==> config.mk <==
export PLATFORM = sky130hd
export DESIGN_NAME = reg_bank_arbiter_flat
export DESIGN_NICKNAME = d
export VERILOG_FILES = /design/src/rtl/reg_arb_pkg.sv /design/src/rtl/reg_bank_arbiter_if.sv /design/src/rtl/rr_arb2.sv /design/src/rtl/reg_bank_arbiter.sv /design/src/flat_wrapper.sv
export SDC_FILE = /design/constraint.sdc
export NUM_CORES = 1
export LEC_CHECK = 0
export CAP_MARGIN = 5
export CORE_AREA = 2 2 162 164
export CTS_BUF_LIST = sky130_fd_sc_hd__clkbuf_8 sky130_fd_sc_hd__clkbuf_16
export DETAILED_ROUTE_END_ITERATION = 16
export DIE_AREA = 0 0 164 166
export PLACE_DENSITY = 0.55
export SYNTH_ARGS = -nofsm -noshare
export SYNTH_HDL_FRONTEND = slang
export SYNTH_SLANG_ARGS = --single-unit
==> constraint.sdc <==
create_clock -name clk_i -period 4.63 [get_ports clk_i]
set_clock_uncertainty 0.2 [all_clocks]
set_input_delay 1.389 -clock clk_i [delete_from_list [all_inputs] [get_ports clk_i]]
set_output_delay 1.389 -clock clk_i [all_outputs]
set_load 0.01 [all_outputs]
==> src/rtl/reg_arb_pkg.sv <==
// Shared types and default sizes for the two-requester register-bank arbiter.
// Pure declarations: no logic, no latency, no flow control.
package reg_arb_pkg;

  localparam int unsigned NREGS_DEF = 8;
  localparam int unsigned DW_DEF    = 32;
  localparam int unsigned AW_DEF    = 5;

  typedef enum logic [1:0] {
    IDLE   = 2'd0,
    ACCESS = 2'd1,
    RESP   = 2'd2
  } state_e;

  // Requester 0 or requester 1.
  typedef logic req_id_t;

endpackage

==> src/rtl/reg_bank_arbiter_if.sv <==
// Requester-side bus of the arbiter: two request ports, one-hot grant/response.
// Grant is combinational in IDLE; response returns two cycles after grant.
interface reg_bank_arbiter_if #(
  parameter int unsigned DW = reg_arb_pkg::DW_DEF,
  parameter int unsigned AW = reg_arb_pkg::AW_DEF
);
  logic [1:0]         req_i;
  logic [1:0][AW-1:0] addr_i;
  logic [1:0]         we_i;
  logic [1:0][DW-1:0] wdata_i;
  logic [1:0]         gnt_o;
  logic [1:0]         rvalid_o;
  logic [DW-1:0]      rdata_o;
  logic               err_o;

  modport master (
    output req_i, addr_i, we_i, wdata_i,
    input  gnt_o, rvalid_o, rdata_o, err_o
  );

  modport slave (
    input  req_i, addr_i, we_i, wdata_i,
    output gnt_o, rvalid_o, rdata_o, err_o
  );
endinterface

==> src/rtl/rr_arb2.sv <==
// Two-input round-robin picker: a lone request wins, a tie goes to the side not granted last.
// Purely combinational; the caller owns the last-grant state.
module rr_arb2
  import reg_arb_pkg::*;
(
  input  logic [1:0] req_i,
  input  req_id_t    last_i,
  output logic [1:0] gnt_o
);

  always_comb begin
    gnt_o = req_i;
    if (req_i == 2'b11) begin
      gnt_o = last_i ? 2'b01 : 2'b10;
    end
  end

endmodule

==> src/rtl/reg_bank_arbiter.sv <==
// Serialises two requesters onto a bank of NREGS subregisters: grant in IDLE, pulse in ACCESS, respond in RESP.
// Grant-to-rvalid is 2 cycles; requests arriving while busy simply wait (no grant) until the next IDLE.
module reg_bank_arbiter
  import reg_arb_pkg::*;
#(
  parameter int unsigned NREGS = NREGS_DEF,
  parameter int unsigned DW    = DW_DEF,
  parameter int unsigned AW    = AW_DEF
) (
  input  logic                      clk_i,
  input  logic                      rst_ni,
  reg_bank_arbiter_if.slave         bus,
  output logic [NREGS-1:0]          reg_we_o,
  output logic [NREGS-1:0]          reg_re_o,
  output logic [DW-1:0]             reg_wd_o,
  input  logic [NREGS-1:0][DW-1:0]  reg_qs_i
);

  localparam int unsigned IW = AW - 2;

  state_e        state_q, state_d;
  req_id_t       owner_q, last_q;
  logic [AW-1:0] addr_q;
  logic          we_q;
  logic [DW-1:0] wdata_q, rdata_q;
  logic          err_q;

  logic [1:0]       arb_gnt;
  logic [IW-1:0]    idx;
  logic [NREGS-1:0] idx_oh;
  logic [DW-1:0]    qs_sel;
  logic             dec_err;

  rr_arb2 u_rr_arb2 (
    .req_i  (bus.req_i),
    .last_i (last_q),
    .gnt_o  (arb_gnt)
  );

  assign idx = addr_q[AW-1:2];

  // Loop-based decode keeps out-of-range indices from ever selecting a register.
  always_comb begin
    idx_oh = '0;
    qs_sel = '0;
    for (int unsigned i = 0; i < NREGS; i++) begin
      if (32'(idx) == i) begin
        idx_oh[i] = 1'b1;
        qs_sel    = reg_qs_i[i];
      end
    end
    dec_err = (addr_q[1:0] != 2'b00) || (32'(idx) >= NREGS);
  end

  always_ff @(posedge clk_i or negedge rst_ni) begin
    if (!rst_ni) begin
      state_q <= IDLE;
    end else begin
      state_q <= state_d;
    end
  end

  always_comb begin
    state_d      = state_q;
    bus.gnt_o    = '0;
    bus.rvalid_o = '0;
    bus.rdata_o  = '0;
    bus.err_o    = 1'b0;
    reg_we_o     = '0;
    reg_re_o     = '0;
    reg_wd_o     = '0;
    unique case (state_q)
      IDLE: begin
        if (|bus.req_i) begin
          state_d   = ACCESS;
          // Grant is combinational, so hold it low while reset is asserted.
          bus.gnt_o = rst_ni ? arb_gnt : 2'b00;
        end
      end
      ACCESS: begin
        state_d = RESP;
        if (!dec_err) begin
          if (we_q) begin
            reg_we_o = idx_oh;
            reg_wd_o = wdata_q;
          end else begin
            reg_re_o = idx_oh;
          end
        end
      end
      RESP: begin
        state_d               = IDLE;
        bus.rvalid_o[owner_q] = 1'b1;
        bus.rdata_o           = rdata_q;
        bus.err_o             = err_q;
      end
      default: state_d = IDLE;
    endcase
  end

  always_ff @(posedge clk_i or negedge rst_ni) begin
    if (!rst_ni) begin
      owner_q <= 1'b0;
      last_q  <= 1'b1;
      addr_q  <= '0;
      we_q    <= 1'b0;
      wdata_q <= '0;
      rdata_q <= '0;
      err_q   <= 1'b0;
    end else begin
      if (state_q == IDLE && |arb_gnt) begin
        owner_q <= arb_gnt[1];
        last_q  <= arb_gnt[1];
        addr_q  <= bus.addr_i[arb_gnt[1]];
        we_q    <= bus.we_i[arb_gnt[1]];
        wdata_q <= bus.wdata_i[arb_gnt[1]];
      end
      // Sampled in the pulse cycle so read-to-clear registers return their pre-clear value.
      if (state_q == ACCESS) begin
        rdata_q <= (!we_q && !dec_err) ? qs_sel : '0;
        err_q   <= dec_err;
      end
    end
  end

endmodule

==> src/flat_wrapper.sv <==
// flat-port wrapper written by rule: the top's interface ports become plain ports
module reg_bank_arbiter_flat import reg_arb_pkg::*;
#(
  parameter int unsigned NREGS = NREGS_DEF,
  parameter int unsigned DW    = DW_DEF,
  parameter int unsigned AW    = AW_DEF
)
  (clk_i, rst_ni, reg_we_o, reg_re_o, reg_wd_o, reg_qs_i, bus_req_i, bus_addr_i, bus_we_i, bus_wdata_i, bus_gnt_o, bus_rvalid_o, bus_rdata_o, bus_err_o);
  reg_bank_arbiter_if #(.DW(DW), .AW(AW)) bus_i ();
  input  logic clk_i;
  input  logic rst_ni;
  output logic [NREGS-1:0] reg_we_o;
  output logic [NREGS-1:0] reg_re_o;
  output logic [DW-1:0] reg_wd_o;
  input  logic [NREGS-1:0][DW-1:0] reg_qs_i;
  input wire logic [$bits(bus_i.req_i)-1:0] bus_req_i;
  input wire logic [$bits(bus_i.addr_i)-1:0] bus_addr_i;
  input wire logic [$bits(bus_i.we_i)-1:0] bus_we_i;
  input wire logic [$bits(bus_i.wdata_i)-1:0] bus_wdata_i;
  output wire logic [$bits(bus_i.gnt_o)-1:0] bus_gnt_o;
  output wire logic [$bits(bus_i.rvalid_o)-1:0] bus_rvalid_o;
  output wire logic [$bits(bus_i.rdata_o)-1:0] bus_rdata_o;
  output wire logic [$bits(bus_i.err_o)-1:0] bus_err_o;
  assign bus_i.req_i = bus_req_i;
  assign bus_i.addr_i = bus_addr_i;
  assign bus_i.we_i = bus_we_i;
  assign bus_i.wdata_i = bus_wdata_i;
  assign bus_gnt_o = bus_i.gnt_o;
  assign bus_rvalid_o = bus_i.rvalid_o;
  assign bus_rdata_o = bus_i.rdata_o;
  assign bus_err_o = bus_i.err_o;
  reg_bank_arbiter #(.NREGS(NREGS), .DW(DW), .AW(AW)) u_core (.clk_i(clk_i), .rst_ni(rst_ni), .bus(bus_i), .reg_we_o(reg_we_o), .reg_re_o(reg_re_o), .reg_wd_o(reg_wd_o), .reg_qs_i(reg_qs_i));
endmodule
## Word-level counts from Yosys, hierarchy flattened

Cells that the tools add are included.

- Latch bits: 0
- Input bits: 336
- ROM bits: 0
- Logic and storage cells: 76
- Flip-flop bits (word level): 75
- Memory bits (writable): 0
- Output and inout bits: 85
- Memories kept: 0

- Reduce and logical (&&, ||, !) cells: 10
- Bitwise logic cells: 0
- Shifts and indexed selects: 0
- Order comparisons: 3
- Add/subtract/negate cells: 0
- Multiplexer cells: 44
- Eq/ne operators: 11
- Divide/modulo/power cells: 0
- $mul: 0

Operator list:

| kind | number |
|---|---|
| $mux W32 | 15 |
| $mux W8 | 6 |
| $mux W2 | 7 |
| $eq A3 B3 Y1 const B | 4 |
| $mux W1 | 12 |
| $mux W5 | 2 |
| $eq A3 B2 Y1 const B | 2 |
| $eq A2 B2 Y1 const B | 2 |
| $lt A1 B2 Y1 const B | 2 |
| $pmux W2 S2 | 1 |
| $reduce_or A2 Y1 | 2 |
| $eq A3 B1 Y1 const B | 1 |
| $logic_and A1 B1 Y1 | 3 |
| $logic_not A3 Y1 | 1 |
| $eq A2 B1 Y1 const B | 1 |
| $logic_not A1 Y1 | 2 |
| $logic_not A2 Y1 | 1 |
| $ne A2 B1 Y1 const B | 1 |
| $reduce_bool A2 Y1 | 1 |
| $demux W1 S1 | 1 |
| $ge A1 B1 Y1 const B | 1 |

## Depth between registers and ports, before layout

Gate-level depths: netlist (run 1).

- Word-level depth: 10
- Mapped depth: 7
- Mapped depth without buffers: 4

## Hierarchy

From an unflattened synthesis (run 1), not the netlist that was laid out.

- Cells, all modules: 810
- Area total of the unflattened synthesis: 6,083.3 um^2

Modules (own cells, without submodules):

| module | cells each | area an instance (um^2) | times used | seq. area each (um^2) |
|---|---|---|---|---|
| reg_bank_arbiter | 807 | 6,064.6 | 1 | 1,878.1 |
| rr_arb2 | 3 | 18.8 | 1 | 0.0 |

## Least setup slack after synthesis (run 1)

No wires, ideal clock.

- Path kind: input-to-output
- From: input bus_req_i[1]
- To: output bus_gnt_o[1]
- Setup slack: 0.970 ns
- Arrival time: 2.071 ns
- Buffers on the path: 1
- Stages: 4
- Data required time: 3.041 ns
- Path through: inv_1 > a21oi_2 > buf_2 > and3_1

- Word-level cells in the longest chain between the ends: 5
- Elaborated cells on any way between the ends: 6

Ends and longest elaborated chain:

| element | line | source |
|---|---|---|
| start, declared | flat_wrapper.sv:16 | `input wire logic [$bits(bus_i.req_i)-1:0] bus_req_i;` |
| $eq A2 B2 Y1 | rr_arb2.sv:13 | `if (req_i == 2'b11) begin` |
| $mux W2 | rr_arb2.sv:13 |  |
| $mux W2 | reg_bank_arbiter.sv:77 | `bus.gnt_o = rst_ni ? arb_gnt : 2'b00;` |
| $mux W2 (*) | reg_bank_arbiter.sv:74 | `if (\|bus.req_i) begin` |
| $mux W2 (*) | reg_bank_arbiter.sv:72 | `unique case (state_q)` |
| end, declared | flat_wrapper.sv:20 | `output wire logic [$bits(bus_i.gnt_o)-1:0] bus_gnt_o;` |

Mark *: on every way between the ends. The rest lies on a longest branch, timed or not.

## Final worst setup path (run 1)

Same ends and word-level chain as after synthesis.

==> impl_metrics.tcl, run 1 <==
set metrics [dict create \
    place_inst 1521 \
    cell_occurring_most_often_along_the_worst_timing_path "clkdlybuf4s50_1" \
    yosys_warnings 0 \
    synth_xor_xnor_area_share_pct 0 \
    post_layout_nonfiller_instances 1538 \
    grt.total_usage_pct 20.9 \
    critical_path.startpoint_type "input pin" \
    max_slew_margin_pct 29.0 \
    netlist_area_um2 6110 \
    clkTransAtPathRegs_ns 0.06 \
    synth_fp_nets 1164 \
    drt-total-wl_um 29200 \
    number_of_i_o_pins 421 \
    ant_nets 0 \
    cts_tree "yes" \
    detail_route.wl_per_cell_um 19.0 \
    run_status "finished clean" \
    crit_path_cell_trace "clkdlybuf4s50_1 > inv_1 > a21oi_4 > and3_1 > clkdlybuf4s50_1" \
    critPathSlowestCell "clkdlybuf4s50_1" \
    final-max-slew-violation-count 0 \
    drive_gt1_share_pct 3.83 \
    timing.final.ws_setup_ns 0.289 \
    clkSinkCount 75 \
    nets 1533 \
    synth_ff_type "dfrtp_1" \
    syn_to_final_growth_pct 76.4 \
    synth_compound_area_share_pct 20.6 \
    worst-slew-pin-transition_ns 1.06 \
    grt_max_degree 106 \
    setup_viol 0 \
    post_cts_setup_buffer_count 0 \
    synth_enable_flop_cells 0 \
    clock_path_buffers 2 \
    synth_area_leaders "dfrtp_1, mux2i_1, nor2_1" \
    crit_path_max_incr_delay_ns 0.53 \
    final_period_minus_worst_setup_slack_ns 4.34 \
    rsz0062_at_grt "false" \
    drt_first_pass_iters 4 \
    synth_cell_type_count 37 \
    cts-hold-fix-buffers 0 \
    drc_errors 0 \
    flip_flop_and_latch_count_after_synthesis 75 \
    cts_htree_levels 3 \
    timing.critical_path.fanout_max 2 \
    maximum_clock_frequency_mhz 230 \
    chipWidth_um 164 \
    tritoncts.num_buffers 9 \
    power_mw 4.48 \
    timing.critical_path.arrival_ns 2.75 \
    worst_ep_required_time_ns 3.04 \
    critical_path.top_delay_family "buffers and inverters" \
    combinational_family_with_the_most_area_after_synthesis "simple AND/OR/NAND/NOR gates" \
    gr-total-overflow 0 \
    final-hold-violation-count 0 \
    final.period_utilization_pct 93.8 \
    pre_cts_slack_ns 0.296 \
    avgSynthCellArea_um2 7.38 \
    worst-path-buf-inv 3 \
    num_vias 7247 \
    via_per_inst 4.71 \
    leading_area_contributor_after_synthesis "dfrtp_1" \
    die_area_um2 27200 \
    vdd_drop_max_v 0.000316 \
    cellLeakagePower_nw 4.25 \
    syn_inst 828 \
    synth.area.mux_share_pct 10.0 \
    worstSetupPathType "input pin to output pin" \
    share_of_synthesized_flip_flops_with_an_asynchronous_set_or_reset_pct 100 \
    first_global_vias 7155 \
    worst_hold_path_type "register to register" \
    floorplan.rows 59 \
    clockRootBuffer "clkbuf_16" \
    endpoint_kind "output pin" \
    die_h_um 166 \
    drtIter0Drc 472 \
    floorplan.initialDensity_pct 23.9 \
    grt_first_pass_wirelength_um 43300 \
    postLayoutCoreUtil_pct 42.1 \
    netlist.area_leader.share_pct 30.3 \
    yosysSeqAreaShare_pct 30.7 \
    hpwlAfterDp_um 22000 \
    power-per-cell-area_nw_per_um2 415 \
    finalSetupTns_ns 0 \
    finalWeightedCongestion 0.864 \
    max-cap-violations 0 \
    cts_repair_resize_count 0 \
    buffer_ports.inserted 420 \
    synth_adder_area_share_pct 0 \
    insertion_delay_ns 0.34 \
    grt_antenna_before_repair 1 \
    core-area_um2 25600 \
    synth_simple_gate_area_share_pct 30.0 \
]
[synth_stat cells, types with 33 or more instances]
| cell | count |
|---|---|
| a21oi_1 | 66 |
| buf_2 | 37 |
| nor2_1 | 123 |
| o21ai_0 | 67 |
| nor3_1 | 33 |
| nand2_1 | 39 |
| and2_1 | 66 |
| mux2i_1 | 59 |
| inv_1 | 35 |
| dfrtp_1 | 74 |
| nor2b_1 | 53 |
[report_power, final]
group	total, mW	internal [mW]	switching, mW
combinational	2.62	1.09	1.53
clock	0.709	0.412	0.297
sequential	1.15	0.916	0.233
total	4.48	2.42	2.06
[per-layer routing]
metal  share of wire, %  vias to the layer above  track usage, %  wire length (µm)
met2                 50                      226            36.6             14700
met1                 41                     3378            25.2             12100
met3                5.5                       39            4.25              1620
met5                  0                        -               0                 0
met4                2.8                        0            7.25               805
li1                   -                     3604               -                 -
[logic make-up after synthesis]
logic type / count (synthesis)
AND/OR/NAND/NOR: 359
AO/OA/AOI/OAI: 221
multiplexers: 61
buffers and inverters: 112
flip-flops: 75
[worst reg2reg max path, stage by stage, from the launching register on]
cell and delay, ns:
dfrtp_4 0.62, buf_4 0.49, buf_4 0.64, nor3_1 0.21
o31ai_1 0.49, a31oi_1 0.24, o21ai_1 0.16
[placed cells by master (no fill, tap or decap), drive strengths merged, types with 26 or more instances in the layout]
master and count:
a21oi 67, and2 66, clkdlybuf4s50 419, dfrtp 74, inv 37, mux2i 59, nand2 40, nor2 123
nor2b 53, nor3 34, nor4 26, o21ai 87
[cell type report]
cell class	count	area [µm²]
Antenna cell	1	2.50
Clock buffer	9	225
Clock inverter	7	62.6
Fill cell	2642	14800
Inverter	35	131
Multi-Input combinational cell	641	3730
Sequential cell	75	1890
Tap cell	335	419
Timing Repair Buffer	435	4330
[through the flow]
stage / cell area, µm² / hold slack, ns
after global routing: 10800 / 0.287
final: 10800 / 0.276
after detailed placement: 10500 / 0.267
after global placement: 10500 / 0.256
after floorplan: 6110 / 0.242
after CTS: 10800 / 0.281
[sequential cells by signal, summed over array words and instances, names as in the netlist]
register and cells:
u_core.rdata_q 32, u_core.wdata_q 32, u_core.addr_q 5, u_core.state_q 2
u_core.err_q 1, u_core.last_q 1, u_core.owner_q 1, u_core.we_q 1
[worst paths after layout]
path	startpoint	end	slack [ns]	depth (start not counted)
max	bus_req_i[1]	bus_gnt_o[1]	0.29	5
min	u_core.rdata_q[21]	u_core.rdata_q[21]	0.28	2
max reg2reg	u_core.addr_q[3]	u_core.rdata_q[19]	1.52	6
min reg2reg	u_core.rdata_q[21]	u_core.rdata_q[21]	0.28	2
max in group asynchronous	rst_ni	u_core.addr_q[4]	2.30	2
min in group asynchronous	rst_ni	u_core.wdata_q[10]	1.13	2
Power figures use the tool's default switching activity.
==> run 2: changes to the inputs <==
- CELL_PAD_IN_SITES_DETAIL_PLACEMENT: unset -> 0
- CELL_PAD_IN_SITES_GLOBAL_PLACEMENT: unset -> 1
- CORE_AREA: 2 2 162 164 -> unset
- CORE_ASPECT_RATIO: unset -> 0.5
- CORE_UTILIZATION: unset -> 26
- DIE_AREA: 0 0 164 166 -> unset
- PLACE_DENSITY: 0.55 -> 0.85
==> run 2 against run 1 <==
Critical path type unchanged; sequential share of layout area about the same; flip-flop and latch count unchanged; sequential power up 3%; maximum frequency down 0.38%; worst setup slack worse by 0.016 ns; clock-buffer cell count unchanged; wire length down 8.0%; first-iteration DRC count down 18%; largest power group unchanged; final cell count down 1.7%; cell area down 0.17%.
==> impl_metrics.tcl, run 2 (synthesis gave the netlist of run 1 again) <==
set metrics [dict create \
    worst_hold_path_type "register to register" \
    multiInputGateArea_um2 3720 \
    die_area_um2 24200 \
    ant_nets 0 \
    drtIter0Drc 385 \
    drive_gt1_share_pct 4.07 \
    timing.critical_path.fanout_max 2 \
    crit_path_max_incr_delay_ns 0.53 \
    grt_antenna_before_repair 2 \
    register_area_um2 1890 \
    r2r_end "u_core.rdata_q[19]" \
    timing.critical_path.arrival_ns 2.77 \
    final-hold-violation-count 0 \
    grt_max_degree 109 \
    rsz0062_at_grt "false" \
    post_cts_setup_buffer_count 0 \
    drc_errors 0 \
    chipWidth_um 219 \
    floorplan.initialDensity_pct 26.7 \
    insertion_delay_ns 0.34 \
    cts-hold-fix-buffers 0 \
    endpoint_kind "output pin" \
    reg.largest.list "u_core.rdata_q: 32 flops, u_core.wdata_q: 32 flops, u_core.addr_q: 5 flops" \
    cts_tree "yes" \
    die_h_um 110 \
    vdd_drop_max_v 0.000226 \
    cts_repair_resize_count 0 \
    nets 1534 \
    worst_ep_required_time_ns 3.04 \
    maximum_clock_frequency_mhz 230 \
    final-max-slew-violation-count 0 \
    finalWeightedCongestion 0.914 \
    number_of_i_o_pins 421 \
    floorplan.rows 39 \
    detail_route.wl_per_cell_um 17.7 \
    worstRegToRegCells 5 \
    drt-total-wl_um 26800 \
    worst-path-buf-inv 3 \
    hpwlAfterDp_um 21000 \
    cts_htree_levels 3 \
    syn_to_final_growth_pct 76.1 \
    clockRootBuffer "clkbuf_16" \
    power-per-cell-area_nw_per_um2 414 \
    critPathSlowestCell "clkdlybuf4s50_1" \
    tritoncts.num_buffers 9 \
    buffer_ports.inserted 420 \
    grt_first_pass_wirelength_um 41200 \
    setup.worst_path.start "bus_req_i[1]" \
    clkTransAtPathRegs_ns 0.06 \
    run_status "finished clean" \
    finalSetupTns_ns 0 \
    postLayoutCoreUtil_pct 47.0 \
    gr-total-overflow 0 \
    final.period_utilization_pct 94.1 \
    via_per_inst 4.88 \
    clkSinkCount 75 \
    most_common_cell_after_layout_fill_and_taps_aside "clkdlybuf4s50_1" \
    critical_path_depth 5 \
    core-area_um2 22900 \
    cell_occurring_most_often_along_the_worst_timing_path "clkdlybuf4s50_1" \
    cellLeakagePower_nw 4.25 \
    num_vias 7384 \
    first_global_vias 7297 \
    worst-slew-pin-transition_ns 1.01 \
    setup_viol 0 \
    crit-reg2reg-launch "u_core.addr_q[3]" \
    worstSetupPathType "input pin to output pin" \
    drt_first_pass_iters 5 \
    max-cap-violations 0 \
    crit_path_cell_trace "clkdlybuf4s50_1 > inv_1 > a21oi_4 > and3_1 > clkdlybuf4s50_1" \
    critical_path.startpoint_type "input pin" \
    fill_cell_instance_count_of_the_final_layout 2248 \
    endpoint "bus_gnt_o[1]" \
    most-common-layout-cells "clkdlybuf4s50_1, nor2_1, dfrtp_1, o21ai_0" \
    grt.total_usage_pct 22.0 \
    reg2reg_slack_ns 1.88 \
    max_slew_margin_pct 32.5 \
    clock_path_buffers 2 \
    final_period_minus_worst_setup_slack_ns 4.36 \
    critical_path.top_delay_family "buffers and inverters" \
]
-- run 2: cell count changes in the layout (fill, tap and decap cells not counted) --
cell	previous run	this run
inv_1	37	35
buf_4	15	16
diode_2	1	2
nor2b_2	1	2
nor2b_4	1	0
clkinvlp_4	2	1
inv_6	0	3
-- run 2: how the worst min path moves through the flow --
stage | to | from | slack [ns] | cells after the start
after floorplan | u_core.rdata_q[0] | u_core.rdata_q[0] | 0.24 | 2
after global placement | u_core.rdata_q[4] | u_core.rdata_q[4] | 0.26 | 2
after detailed placement | u_core.rdata_q[25] | u_core.rdata_q[25] | 0.27 | 2
after CTS | u_core.rdata_q[25] | u_core.rdata_q[25] | 0.28 | 2
after global routing | u_core.rdata_q[21] | u_core.rdata_q[21] | 0.29 | 2
final | u_core.rdata_q[21] | u_core.rdata_q[21] | 0.28 | 2
-- run 2: area by class of cell --
cell class | count | area share [%]
diodes | 2 | 0.0465
well taps | 307 | 3.57
inverters | 35 | 1.22
multi-input cells | 641 | 34.6
repair buffers | 436 | 40.3
clock buffers | 9 | 2.09
clock inverters | 7 | 0.686
flip-flops and latches | 75 | 17.5
-- run 2: worst register-to-register path, stage by stage (launching register included) --
cell	delay, ns
dfrtp_4	0.69
buf_4	0.84
nor3_1	0.18
o31ai_1	0.37
a31oi_1	0.23
o21ai_1	0.16
-- run 2: where the power goes --
| part | internal, mW | switching [mW] | total (mW) |
|---|---|---|---|
| Combinational | 1.09 | 1.46 | 2.55 |
| Sequential | 0.915 | 0.271 | 1.19 |
| Clock | 0.421 | 0.298 | 0.719 |
| Total | 2.43 | 2.03 | 4.46 |
-- run 2: routing by layer --
layer	vias up	GRT usage, %	part of all wire, %
li1	3612	-	-
met1	3467	26.6	41
met2	258	39.0	51
met3	47	4.21	5.4
met4	0	7.27	3.1
met5	-	0	0
-- run 2: stage by stage --
step	setup WS [ns]	instances	area [µm²]	hold slack (ns)	total power [mW]
2_1_floorplan	0.970	828	6110	0.242	2.84
3_3_place_gp	0.278	1494	10500	0.258	3.71
3_5_place_dp	0.273	1494	10500	0.267	3.76
4_1_cts	0.276	1510	10800	0.282	4.50
5_1_grt	0.229	1512	10800	0.290	4.83
6_report	0.273	1512	10800	0.276	4.46
